## src/rtl/scm_pkg.sv

```systemverilog
// Shared definitions for the sample change monitor.
//   evt_t    : one change record {ts, prev, curr, rose, fell}
//   make_evt : builds a record from two consecutive samples and the edge timestamp
package scm_pkg;

  localparam int SCM_WIDTH = 8;
  localparam int SCM_TS_W  = 16;

  typedef struct packed {
    logic [SCM_TS_W-1:0]  ts;
    logic [SCM_WIDTH-1:0] prev;
    logic [SCM_WIDTH-1:0] curr;
    logic [SCM_WIDTH-1:0] rose;
    logic [SCM_WIDTH-1:0] fell;
  } evt_t;

  // rose/fell follow $rose/$fell per bit: 0->1 and 1->0 between the two samples.
  function automatic evt_t make_evt(input logic [SCM_WIDTH-1:0] prev,
                                    input logic [SCM_WIDTH-1:0] curr,
                                    input logic [SCM_TS_W-1:0]  ts);
    evt_t e;
    e.ts   = ts;
    e.prev = prev;
    e.curr = curr;
    e.rose = curr & ~prev;
    e.fell = ~curr & prev;
    return e;
  endfunction

endpackage

```

## src/rtl/scm_fifo.sv

```systemverilog
// Synchronous FIFO of evt_t records.
//   clk, rst_n : clock, synchronous active-low reset (flushes pointers and count)
//   push, din  : write request and record; accepted when not full, or when a pop
//                happens in the same cycle
//   pop        : removes the head record (ignored when empty)
//   dout       : head record, all zero when empty
//   full, empty, level : derived from the occupancy count
module scm_fifo
  import scm_pkg::*;
#(
  parameter int DEPTH = 4,
  parameter int LVL_W = $clog2(DEPTH) + 1
) (
  input  logic             clk,
  input  logic             rst_n,
  input  logic             push,
  input  evt_t             din,
  input  logic             pop,
  output evt_t             dout,
  output logic             full,
  output logic             empty,
  output logic [LVL_W-1:0] level
);

  localparam int PTR_W = $clog2(DEPTH);

  evt_t             mem [DEPTH];
  logic [PTR_W-1:0] wr_ptr;
  logic [PTR_W-1:0] rd_ptr;
  logic [LVL_W-1:0] count;
  logic             do_push;
  logic             do_pop;

  assign empty   = (count == '0);
  assign full    = (count == LVL_W'(DEPTH));
  assign do_pop  = pop && !empty;
  // A simultaneous pop frees the slot the push needs, so full does not block it.
  assign do_push = push && (!full || do_pop);

  // Control: pointers wrap modulo DEPTH (power of two), count tracks occupancy.
  always_ff @(posedge clk) begin
    if (!rst_n) begin
      wr_ptr <= '0;
      rd_ptr <= '0;
      count  <= '0;
    end else begin
      if (do_push) wr_ptr <= wr_ptr + 1'b1;
      if (do_pop)  rd_ptr <= rd_ptr + 1'b1;
      if (do_push && !do_pop)      count <= count + 1'b1;
      else if (do_pop && !do_push) count <= count - 1'b1;
    end
  end

  // Storage: no reset needed, the head is masked while empty.
  always_ff @(posedge clk) begin
    if (do_push) mem[wr_ptr] <= din;
  end

  assign dout  = empty ? '0 : mem[rd_ptr];
  assign level = count;

endmodule

```

## src/rtl/sample_change_monitor.sv

```systemverilog
// Samples a bus once per enabled clock, turns every change between consecutive
// samples into a record {ts, prev, curr, rose, fell} and delivers the records
// through a small FIFO over valid/ready.
//   clk, rst_n          : clock, synchronous active-low reset
//   en                  : sampling enable (timestamp runs regardless)
//   sig_in              : monitored bus
//   clear_ovf           : clears overflow and drop_cnt
//   evt_ready/evt_valid : record handshake, pop on valid && ready
//   evt_ts/prev/curr/rose/fell : head record, zero when no record is queued
//   overflow, drop_cnt  : sticky drop flag and saturating drop counter
//   level               : FIFO occupancy
// The record layout comes from scm_pkg, so WIDTH and TS_W must match its widths.
module sample_change_monitor
  import scm_pkg::*;
#(
  parameter int WIDTH  = SCM_WIDTH,
  parameter int DEPTH  = 4,
  parameter int TS_W   = SCM_TS_W,
  parameter int DROP_W = 8
) (
  input  logic                   clk,
  input  logic                   rst_n,
  input  logic                   en,
  input  logic [WIDTH-1:0]       sig_in,
  input  logic                   clear_ovf,
  input  logic                   evt_ready,
  output logic                   evt_valid,
  output logic [TS_W-1:0]        evt_ts,
  output logic [WIDTH-1:0]       evt_prev,
  output logic [WIDTH-1:0]       evt_curr,
  output logic [WIDTH-1:0]       evt_rose,
  output logic [WIDTH-1:0]       evt_fell,
  output logic                   overflow,
  output logic [DROP_W-1:0]      drop_cnt,
  output logic [$clog2(DEPTH):0] level
);

  localparam int LVL_W = $clog2(DEPTH) + 1;

  logic [WIDTH-1:0] samp_q;
  logic             primed;
  logic [TS_W-1:0]  ts;

  logic push_req;
  logic pop;
  logic drop;
  logic fifo_full;
  logic fifo_empty;
  evt_t new_evt;
  evt_t head;

  // A change only counts once there is a previous sample to compare against.
  assign push_req = en && primed && (sig_in != samp_q);
  assign pop      = evt_valid && evt_ready;
  assign drop     = push_req && fifo_full && !pop;
  assign new_evt  = make_evt(samp_q, sig_in, ts);

  // Sample stage: the register sees sig_in as it was just before the edge.
  always_ff @(posedge clk) begin
    if (!rst_n) begin
      samp_q <= '0;
      primed <= 1'b0;
      ts     <= '0;
    end else begin
      ts <= ts + 1'b1;
      if (en) begin
        samp_q <= sig_in;
        primed <= 1'b1;
      end
    end
  end

  // Drop accounting: a clear in the same cycle as a drop still counts that drop.
  always_ff @(posedge clk) begin
    if (!rst_n) begin
      overflow <= 1'b0;
      drop_cnt <= '0;
    end else if (clear_ovf) begin
      overflow <= drop;
      drop_cnt <= drop ? DROP_W'(1) : '0;
    end else if (drop) begin
      overflow <= 1'b1;
      if (drop_cnt != '1) drop_cnt <= drop_cnt + 1'b1;
    end
  end

  scm_fifo #(
    .DEPTH (DEPTH),
    .LVL_W (LVL_W)
  ) u_fifo (
    .clk   (clk),
    .rst_n (rst_n),
    .push  (push_req),
    .din   (new_evt),
    .pop   (pop),
    .dout  (head),
    .full  (fifo_full),
    .empty (fifo_empty),
    .level (level)
  );

  assign evt_valid = !fifo_empty;
  assign evt_ts    = head.ts;
  assign evt_prev  = head.prev;
  assign evt_curr  = head.curr;
  assign evt_rose  = head.rose;
  assign evt_fell  = head.fell;

endmodule

```

## config.mk

```make
export PLATFORM = sky130hd
export DESIGN_NAME = sample_change_monitor
export DESIGN_NICKNAME = d
export VERILOG_FILES = /design/src/rtl/scm_pkg.sv /design/src/rtl/scm_fifo.sv /design/src/rtl/sample_change_monitor.sv
export SDC_FILE = /design/constraint.sdc
export NUM_CORES = 1
export LEC_CHECK = 0
export ABC_AREA = 1
export BUFFER_PORTS_ARGS = -buffer_cell sky130_fd_sc_hd__buf_4
export CORE_UTILIZATION = 40
export DETAILED_ROUTE_END_ITERATION = 10
export PLACE_DENSITY = 0.63
export RECOVER_POWER = 50
export SETUP_SLACK_MARGIN = 0.15
export SLEW_MARGIN = 20
export SYNTH_ARGS = -nofsm -noshare
export SYNTH_HDL_FRONTEND = slang
export SYNTH_SLANG_ARGS = --single-unit
export TNS_END_PERCENT = 50
```

## constraint.sdc

```tcl
create_clock -name clk -period 4.46 [get_ports clk]
set_input_delay 0.669 -clock clk [delete_from_list [all_inputs] [get_ports clk]]
set_output_delay 0.669 -clock clk [all_outputs]
set_load 0.05 [all_outputs]
```

==> reports/qor.tcl, run 1 <==
set qor(maxSlewHeadroom_pct) 18.66
set qor(layout-drive-gt1-share_pct) 11.71
set qor(timing.clock.skew_ns) 0.01901
set qor(min_period_over_period_pct) 73.50
set qor(wirelength_routed_mm) 20.98
set qor(gp_congestion) 0.8003
set qor(die_width_um) 157.8
set qor(run_status) {complete, no violations}
set qor(antenna_diode_count) 0
set qor(number_of_enable_type_register_cells_in_the_synthesized_netlist) 192
set qor(timing.max_cap.violations) 0
set qor(fin_ws_ns) 1.182
set qor(avgSynthCellArea_um2) 11.05
set qor(cts.repair_timing.setup_buffer_count) 0
set qor(globalRouteTotalUtil_pct) 17.24
set qor(fin_setup_tns_ns) 0
set qor(synth.area.top_cells) {edfxtp_1, dfxtp_1, nor2_1, a21oi_1, o21ai_0}
set qor(cts_clk_pin_slew_worst_paths_ns) 0.06
set qor(drcViolationCount) 0
set qor(port_buffers) 73
set qor(grt_pass1_wl_mm) 32.84
set qor(first_global_vias) 6045
set qor(avgViaCountPerCell) 4.914
set qor(yosys_most_used_dff) {edfxtp_1}
set qor(clock_tree_from_tritoncts) {built}
set qor(yosys-mux-area-fraction_pct) 0
set qor(synth_largest_area_cell) {edfxtp_1}
set qor(synth_compound_area_share_pct) 10.91
set qor(layout_overhead_on_the_synthesized_area_pct) 15.96
set qor(period_needed_ns) 3.278
set qor(synth_seq_cells) 235
set qor(setup.reg_to_reg.worst_slack_ns) 1.32
set qor(timing.critical_path.fanout_max) 32
set qor(yosys.area_share.simple_pct) 13.04
set qor(synth_fp_nets) 916
set qor(path_class) {register to primary output}
set qor(async_flop_share_pct) 0
set qor(detailedPlace.worstSlack_ns) 1.436
set qor(clk_latency_ns) 0.52
set qor(fillCellCount) 2166
set qor(maxSlewViolCount) 0
set qor(crit_top_cell) {buf_4}
set qor(powerDensity_mw_per_mm2) 620.4
set qor(setup_viol) 0
set qor(ys.warnings.count) 0
set qor(synth_top_family_by_area) {simple AND/OR/NAND/NOR gates}
set qor(cts_inserted_buffers) 24
set qor(ctsLongestPathBuffers) 3
set qor(cp.buffers_inverters) 3
set qor(dieArea_mm2) 0.02491
set qor(syn_inst) 879
set qor(endpoint_kind) {primary output}
set qor(clock-root-buffer) {clkbuf_16}
set qor(postLayoutCoreUtil_pct) 47.70
set qor(critical_path.cell_chain) {inv_2, nand2_1, nor2_4, buf_4, a21oi_1, buf_4}
set qor(placed_wire_length_estimate_mm) 12.46
set qor(ys_seq_area_share_pct) 68.22
set qor(cts_hold_buffers) 0
set qor(tightestPinTransition_ns) 1.220
set qor(wl_cell_um) 16.34
set qor(cpPeakStageDelay_ns) 0.75
set qor(vdd_drop_max_v) 0.0002813
set qor(first_pass_iters) 5
set qor(worst_ep_arrival_time_ns) 2.61
set qor(finalHoldViolCount) 0
set qor(distinct_cell_type_count_after_synthesis) 31
set qor(synthesis.area_mm2) 0.009713
set qor(synthDominantCellAreaShare_pct) 59.36
set qor(fmax_ghz) 0.3051
set qor(leakage_power_nw) 4.043
set qor(cts.repair.resized) 0
set qor(cts-htree-levels) 1
set qor(fp.dieH_um) 157.8
set qor(worst_setup_path_start_kind) {register}
set qor(seq_area_mm2) 0.006629
set qor(clock_sinks) 235
set qor(overflow) 0
set qor(core_region_area_mm2) 0.02361
set qor(yosys.area_share.xor_xnor_pct) 0
set qor(rows) 56
set qor(crit_slowest_cell) {nor2_4}
set qor(antenna_found_initial) 0
set qor(vias) 6309
set qor(worst_hold_path_type) {register to register}
set qor(rsz0062_at_grt) {no}
set qor(ant_nets) 0
set qor(post_synth_fa_ha_maj_area_fraction_pct) 3.169
set qor(area_of_the_multi_input_gates_mm2) 0.002639
set qor(cp.required_ns) 3.79
set qor(io-pin-count) 74
set qor(initial_core_util_pct) 41.14
set qor(largest_net_degree_at_the_start_of_global_routing) 97
set qor(detail_route.iter0.violations) 483
set qor(cpLargestDelayFamily) {simple AND/OR/NAND/NOR gates}
set qor(finalNetCount) 984
-- layout make-up --
class	count	area share [%]
timing repair buffer	83	4.832
sequential	235	58.85
multi-input combinational	539	23.43
clock buffer	32	5.788
clock inverter	12	1.422
tap	319	3.544
inverter	64	2.133
-- tightest hold or removal path, cell delays in order, from the launching register on --
cell     delay (ns)
dfxtp_1        0.32
nor2_1         0.05
nor2_1         0.06
-- cell usage in the layout, fill, tap and decap left out --
cell and instances:
nor3_1 1, fa_1 1, nor2_2 1, nand4_1 4, inv_6 1, nand3_4 1, buf_4 62, clkbuf_16 25
nand3_2 1, dfxtp_1 41, inv_2 5, edfxtp_1 192, bufinv_16 4, nand2_2 2, o21ai_1 41, o21bai_1 2
a21oi_1 84, o21ai_0 82, nand3b_1 1, nand3_1 16, nand2_1 50, or2_0 1, inv_1 57, and3_1 1
a41oi_1 1, clkbuf_1 28, ha_1 23, clkinv_1 8, nor3_2 1, nor2_1 218, clkinv_4 1, nor2_4 7
dfxtp_2 2
-- metal layers --
metal  vias to the layer above  track usage [%]  wire length (um)
met4                         0            4.762               351
met2                       144            28.89              9968
met1                      2969            23.13              9539
met3                        28            2.765              1124
li1                       3168                -                 -
met5                         -                0                 0
-- cells in the mapped netlist (all sizes together), types with 2 or more instances --
cell type,number
nor2,226
a21oi,84
ha,23
o21ai,123
o21bai,2
dfxtp,43
nor3,2
buf,23
clkinv,2
nand3,18
edfxtp,192
nand4,4
inv,62
nand2,52
clkbuf,18
-- kinds of logic (layout without fill, tap and decap cells) --
logic type / Yosys count / in the layout
DFF: 235 / 235
adders and majority gates: 24 / 24
buffers and inverters: 105 / 191
and+or+nand+nor: 305 / 305
AOI/OAI and AO/OA: 210 / 210
-- state kept, by name, summed over array words and instances, names as in the netlist, named ones only --
signal / cells
overflow: 1
u_fifo.mem: 192
u_fifo.wr_ptr: 2
u_fifo.level: 3
primed: 1
ts: 16
drop_cnt: 8
samp_q: 8
u_fifo.rd_ptr: 2
-- final timing paths --
path                                                   start                     endpoint  depth (start not counted)
worst min register to register           primed$_SDFFE_PN0P_          primed$_SDFFE_PN0P_                          2
worst max register to register        samp_q[5]$_SDFFE_PN0P_  u_fifo.mem[3][34]$_DFFE_PP_                          7
worst min-delay path                     primed$_SDFFE_PN0P_          primed$_SDFFE_PN0P_                          2
worst max-delay path            u_fifo.level[0]$_SDFFE_PN0P_                  evt_prev[3]                          6
-- stage by stage --
| step | hold WS (ns) | power [mW] | cell area, um^2 | std cells |
|---|---|---|---|---|
| finish | 0.4659 | 6.987 | 11260 | 1284 |
| global route | 0.4809 | 7.282 | 11260 | 1284 |
| global placement | 0.4515 | 5.003 | 10560 | 1240 |
| detailed placement | 0.4589 | 5.020 | 10560 | 1240 |
| CTS | 0.3581 | 7.074 | 11370 | 1284 |
| floorplan | 0.4402 | 4.275 | 9713 | 879 |
-- report_power, final --
part | internal (mW) | switching (mW) | leakage [nW] | total, mW
clock | 1.26 | 0.801 | 0.391 | 2.06
combinational | 0.595 | 1.84 | 1.57 | 2.44
sequential | 2.44 | 0.0450 | 2.09 | 2.49
total | 4.30 | 2.69 | 4.04 | 6.99
(Power assumes the default switching activity.)
==> run 2, diff against run 1 <==
--- a/config.mk
+++ b/config.mk
@@ -9,7 +9,7 @@
 export BUFFER_PORTS_ARGS = -buffer_cell sky130_fd_sc_hd__buf_4
 export CORE_UTILIZATION = 40
 export DETAILED_ROUTE_END_ITERATION = 10
-export PLACE_DENSITY = 0.63
+export PLACE_DENSITY = 0.65
 export RECOVER_POWER = 50
 export SETUP_SLACK_MARGIN = 0.15
 export SLEW_MARGIN = 20
==> constraint.sdc (replaced) <==
create_clock -name clk -period 3 [get_ports clk]
set_input_delay 0.45 -clock clk [delete_from_list [all_inputs] [get_ports clk]]
set_output_delay 0.45 -clock clk [all_outputs]
set_load 0.05 [all_outputs]
==> reports/qor.tcl, run 2 (synthesized netlist as in run 1, its figures left out) <==
set qor(run_status) {complete, no violations}
set qor(cts.repair_timing.setup_buffer_count) 0
set qor(timing.critical_path.fanout_max) 49
set qor(wl_cell_um) 16.12
set qor(cts_clk_pin_slew_worst_paths_ns) 0.06
set qor(largest_net_degree_at_the_start_of_global_routing) 65
set qor(antenna_found_initial) 0
set qor(rsz0062_at_grt) {no}
set qor(die_width_um) 157.8
set qor(path_class) {register to primary output}
set qor(fin_setup_tns_ns) 0
set qor(layout_top_registers) {u_fifo.mem: 192 flops, ts: 16 flops}
set qor(cp.required_ns) 2.55
set qor(ctsLongestPathBuffers) 3
set qor(crit_top_cell) {buf_4}
set qor(maxSlewViolCount) 0
set qor(fp.dieH_um) 157.8
set qor(cts.repair.resized) 0
set qor(worst_hold_path_type) {primary input to register}
set qor(crit_slowest_cell) {buf_4}
set qor(overflow) 0
set qor(fillCellCount) 2087
set qor(finalHoldViolCount) 0
set qor(cpLargestDelayFamily) {buffers and inverters}
set qor(cpPeakStageDelay_ns) 0.57
set qor(detail_route.iter0.violations) 455
set qor(fmax_ghz) 0.3750
set qor(antenna_diode_count) 0
set qor(port_buffers) 73
set qor(worst_setup_path_start_kind) {register}
set qor(met3_wirelength_mm) 1.018
set qor(vdd_drop_max_v) 0.0004691
set qor(first_global_vias) 6109
set qor(flip_flop_count_of_the_largest_register_after_layout) 192
set qor(timing.max_cap.violations) 0
set qor(tightestPinTransition_ns) 1.319
set qor(dieArea_mm2) 0.02491
set qor(powerDensity_mw_per_mm2) 926.3
set qor(drcViolationCount) 0
set qor(met2RoutedLength_mm) 9.984
set qor(avgViaCountPerCell) 4.958
set qor(rows) 56
set qor(min_period_over_period_pct) 88.89
set qor(leakage_power_nw) 4.128
set qor(cts-htree-levels) 1
set qor(wl_met1_mm) 9.531
set qor(max_flop_register) {u_fifo.mem}
set qor(vias) 6401
set qor(placed_wire_length_estimate_mm) 12.21
set qor(most-common-layout-cells) {nor2_1, edfxtp_1, a21oi_1}
set qor(cp.buffers_inverters) 3
set qor(gp_congestion) 0.7969
set qor(clock_tree_from_tritoncts) {built}
set qor(grt_pass1_wl_mm) 32.98
set qor(setup_viol) 0
set qor(core_region_area_mm2) 0.02361
set qor(endpoint_kind) {primary output}
set qor(maxSlewHeadroom_pct) 12.08
set qor(layout-drive-gt1-share_pct) 13.27
set qor(ant_nets) 0
set qor(fin_hold_ws_ns) 0.2494
set qor(timing.clock.skew_ns) 0.01673
set qor(worst_ep_arrival_time_ns) 2.22
set qor(io-pin-count) 74
set qor(clk_latency_ns) 0.52
set qor(cts_inserted_buffers) 24
set qor(final_common_cell) {nor2_1}
set qor(finalNetCount) 991
set qor(globalRouteTotalUtil_pct) 17.29
set qor(cts_hold_buffers) 0
set qor(critical_path.cell_chain) {inv_2, nand2_1, nor2_4, buf_4, a21oi_1, buf_4}
set qor(clock_sinks) 235
set qor(wirelength_routed_mm) 20.81
set qor(layout_overhead_on_the_synthesized_area_pct) 17.80
set qor(first_pass_iters) 5
set qor(clock-root-buffer) {clkbuf_16}
set qor(initial_core_util_pct) 41.14
set qor(period_needed_ns) 2.667
set qor(highest_layer) {met4}
==> run 2: cell count changes in the layout (fill, tap and decap cells not counted), sizes merged <==
cell / previous run / this run
bufinv: 4 / 5
inv: 63 / 64
clkinvlp: 0 / 1
clkbuf: 53 / 51
buf: 62 / 68
==> run 2: final timing paths <==
| path | cells past startpoint | from | end | slack, ns |
|---|---|---|---|---|
| worst max-delay path | 6 | u_fifo.level[0]$_SDFFE_PN0P_ | evt_prev[3] | 0.33 |
| worst min-delay path | 4 | clear_ovf | drop_cnt[4]$_SDFFE_PN0P_ | 0.25 |
| worst max register to register | 8 | samp_q[5]$_SDFFE_PN0P_ | u_fifo.mem[0][37]$_DFFE_PP_ | 0.63 |
| worst min register to register | 2 | u_fifo.rd_ptr[1]$_SDFFE_PN0N_ | register | 0.46 |
==> run 2: layout make-up <==
class,count,area (um^2),share of cell area (%)
multi-input cells,539,2644,23.11
inverters,64,240.2,2.100
clock inverters,15,224.0,1.957
repair buffers,90,655.6,5.730
flip-flops and latches,235,6629,57.93
clock buffers,29,650.6,5.686
well taps,319,399.1,3.488
==> run 2: metal layers <==
metal	track usage [%]	vias up
met5	0	-
met4	4.577	0
met3	2.573	25
met2	28.82	151
met1	23.55	3059
li1	-	3166
==> run 2: per-stage QoR <==
stage	instances	util [%]	power, mW	cell area [um^2]	setup WS (ns)
2_1_floorplan	879	-	6.351	9713	-0.6253
4_1_cts	1291	48.91	10.74	11550	0.2929
3_3_place_gp	1247	45.21	7.503	10680	0.4876
5_1_grt	1291	48.46	11.07	11440	0.1774
6_report	1291	48.46	10.60	11440	0.3332
3_5_place_dp	1247	45.21	7.511	10680	0.4794
==> run 2: worst reg2reg max path, delay by kind of cell (launching register included) <==
kind / cells / cell delay, ns
simple gates: 4 / 0.60
fa+ha+maj: 1 / 0.29
buf+inv: 2 / 0.54
flops: 1 / 0.44
compound gates: 1 / 0.16
==> run 2: report_power, final <==
| group | switching [mW] | internal (mW) |
|---|---|---|
| clock | 1.23 | 1.99 |
| sequential | 0.0668 | 3.63 |
| combinational | 2.76 | 0.916 |
==> run 3, diff against run 2 <==
--- a/config.mk
+++ b/config.mk
@@ -7,9 +7,11 @@
 export LEC_CHECK = 0
 export ABC_AREA = 1
 export BUFFER_PORTS_ARGS = -buffer_cell sky130_fd_sc_hd__buf_4
-export CORE_UTILIZATION = 40
+export CELL_PAD_IN_SITES_DETAIL_PLACEMENT = 1
+export CELL_PAD_IN_SITES_GLOBAL_PLACEMENT = 2
+export CORE_UTILIZATION = 36
 export DETAILED_ROUTE_END_ITERATION = 10
-export PLACE_DENSITY = 0.65
+export PLACE_DENSITY = 0.81
 export RECOVER_POWER = 50
 export SETUP_SLACK_MARGIN = 0.15
 export SLEW_MARGIN = 20
==> reports/qor.tcl, run 3 (synthesized netlist as in run 1, its figures left out) <==
set qor(run_status) {finished, violations left}
set qor(violated_checks) {DRC}
set qor(core_region_area_mm2) 0.02628
set qor(met3_wirelength_um) 882
set qor(fin_hold_ws_ns) 0.2494
set qor(grt_pass1_wl_mm) 38.41
set qor(period_needed_ns) 2.709
set qor(highest_layer) {met4}
set qor(tightestPinTransition_ns) 1.370
set qor(powerDensity_mw_per_mm2) 907.4
set qor(globalRouteTotalUtil_pct) 17.72
set qor(vias) 6523
set qor(setup_viol) 0
set qor(worst_ep_arrival_time_ns) 2.26
set qor(placed_wire_length_estimate_mm) 14.54
set qor(detail_route.iter0.violations) 371
set qor(avgViaCountPerCell) 4.983
set qor(clock_sinks) 235
set qor(timing.max_cap.violations) 0
set qor(maxSlewHeadroom_pct) 8.692
set qor(ctsLongestPathBuffers) 3
set qor(overflow) 0
set qor(fmax_ghz) 0.3691
set qor(clk_latency_ns) 0.52
set qor(drcViolationCount) 7
set qor(max_flop_register) {u_fifo.mem}
set qor(antenna_diode_count) 0
set qor(ff2ff_path_depth) 12
set qor(worst_hold_path_type) {primary input to register}
set qor(layout_overhead_on_the_synthesized_area_pct) 17.24
set qor(wirelength_routed_mm) 24.18
set qor(finalHoldViolCount) 0
set qor(first_pass_iters) 7
set qor(timing.clock.skew_ns) 0.02087
set qor(largest_net_degree_at_the_start_of_global_routing) 50
set qor(port_buffers) 73
set qor(r2r_end) {u_fifo.level[2]$_SDFFE_PN0P_}
set qor(io-pin-count) 74
set qor(critical_path.startpoint) {u_fifo.level[0]$_SDFFE_PN0P_}
set qor(clock_tree_from_tritoncts) {built}
set qor(reg2reg_launch_point) {samp_q[0]$_SDFFE_PN0P_}
set qor(ant_nets) 0
set qor(setup.reg_to_reg.worst_slack_ns) 0.58
set qor(path_class) {register to primary output}
set qor(min_period_over_period_pct) 90.30
set qor(dieArea_mm2) 0.02764
set qor(cts_clk_pin_slew_worst_paths_ns) 0.06
set qor(worst_hold_path.endpoint) {u_fifo.mem[3][16]$_DFFE_PP_}
set qor(cts_inserted_buffers) 25
set qor(endpoint_kind) {primary output}
set qor(post_dp_cell_area_mm2) 0.01070
set qor(clock-root-buffer) {clkbuf_16}
set qor(met2RoutedLength_mm) 12.17
set qor(fp.dieH_um) 166.3
set qor(timing.critical_path.fanout_max) 49
set qor(antenna_found_initial) 0
set qor(finalNetCount) 992
set qor(rows) 59
set qor(cts-htree-levels) 1
set qor(hold-path-cell-count) 1
set qor(timing.hold.worst.start) {sig_in[0]}
set qor(design_area_mm2) 0.01139
set qor(initial_core_util_pct) 36.96
set qor(gp_congestion) 0.7225
set qor(most-common-layout-cells) {nor2_1, edfxtp_1, a21oi_1, o21ai_0, buf_4}
set qor(flip_flop_count_of_the_largest_register_after_layout) 192
set qor(final_common_cell) {nor2_1}
set qor(worst_setup_path_start_kind) {register}
set qor(die_width_um) 166.3
set qor(maxSlewViolCount) 0
set qor(layout-drive-gt1-share_pct) 12.53
set qor(cp.required_ns) 2.55
set qor(leakage_power_nw) 4.082
set qor(layout_top_registers) {u_fifo.mem: 192 flops, ts: 16 flops}
set qor(first_global_vias) 6881
set qor(wl_cell_um) 18.47
set qor(wl_met1_mm) 10.82
set qor(vdd_drop_max_v) 0.0005492
set qor(rsz0062_at_grt) {yes}
run 3: metal layers:
layer	GRT usage (%)	vias to the layer above
li1	-	3165
met1	22.46	3231
met2	32.07	95
met3	2.526	32
met4	3.744	0
met5	0	-
run 3: how the worst max path moves through the flow:
| stage | slack, ns | endpoint | cells after the start |
|---|---|---|---|
| after global placement | 0.47 | u_fifo.level[2]$_SDFFE_PN0P_ | 15 |
| after global routing | 0.08 | evt_prev[4] | 6 |
| final | 0.29 | evt_prev[4] | 6 |
| after floorplan | -0.63 | u_fifo.mem[0][0]$_DFFE_PP_ | 7 |
| after CTS | 0.16 | evt_prev[3] | 5 |
| after detailed placement | 0.43 | u_fifo.level[2]$_SDFFE_PN0P_ | 15 |
run 3: metrics by stage:
step | TNS, ns | power [mW] | setup slack [ns] | utilization, % | cells
finish | 0 | 10.33 | 0.2909 | 43.33 | 1309
global route | 0 | 10.79 | 0.07957 | 43.33 | 1309
CTS | 0 | 10.48 | 0.1583 | 43.62 | 1308
detailed placement | 0 | 7.570 | 0.4276 | 40.73 | 1262
global placement | 0 | 7.531 | 0.4698 | 40.73 | 1262
floorplan | -120.06 | 6.351 | -0.6253 | - | 879
run 3: worst max-delay path, cell delays in order, from the launching register on:
cell,delay [ns]
dfxtp_1,0.33
inv_1,0.09
nand2_1,0.14
nor2_4,0.11
buf_4,0.58
a21oi_1,0.21
buf_4,0.25
run 3: final cells by class:
type | instances | area, um^2
Timing Repair Buffer | 90 | 688.2
Sequential cell | 235 | 6631
Fill cell | 2863 | 14890
Clock buffer | 39 | 698.2
Tap cell | 335 | 419.2
Clock inverter | 7 | 62.56
Multi-Input combinational cell | 539 | 2648
Inverter | 64 | 240.2
run 3: timing repair:
action                     4_1_cts  5_1_grt
buffers inserted                 0        1
resized for setup                0        1
hold buffers                     0        0
setup endpoints to repair        0       15
run 3: where the power goes:
part	total [mW]	switching [mW]	internal (mW)
clock network	2.88	1.20	1.68
registers	3.75	0.110	3.63
logic	3.71	2.76	0.945
total	10.3	4.07	6.26
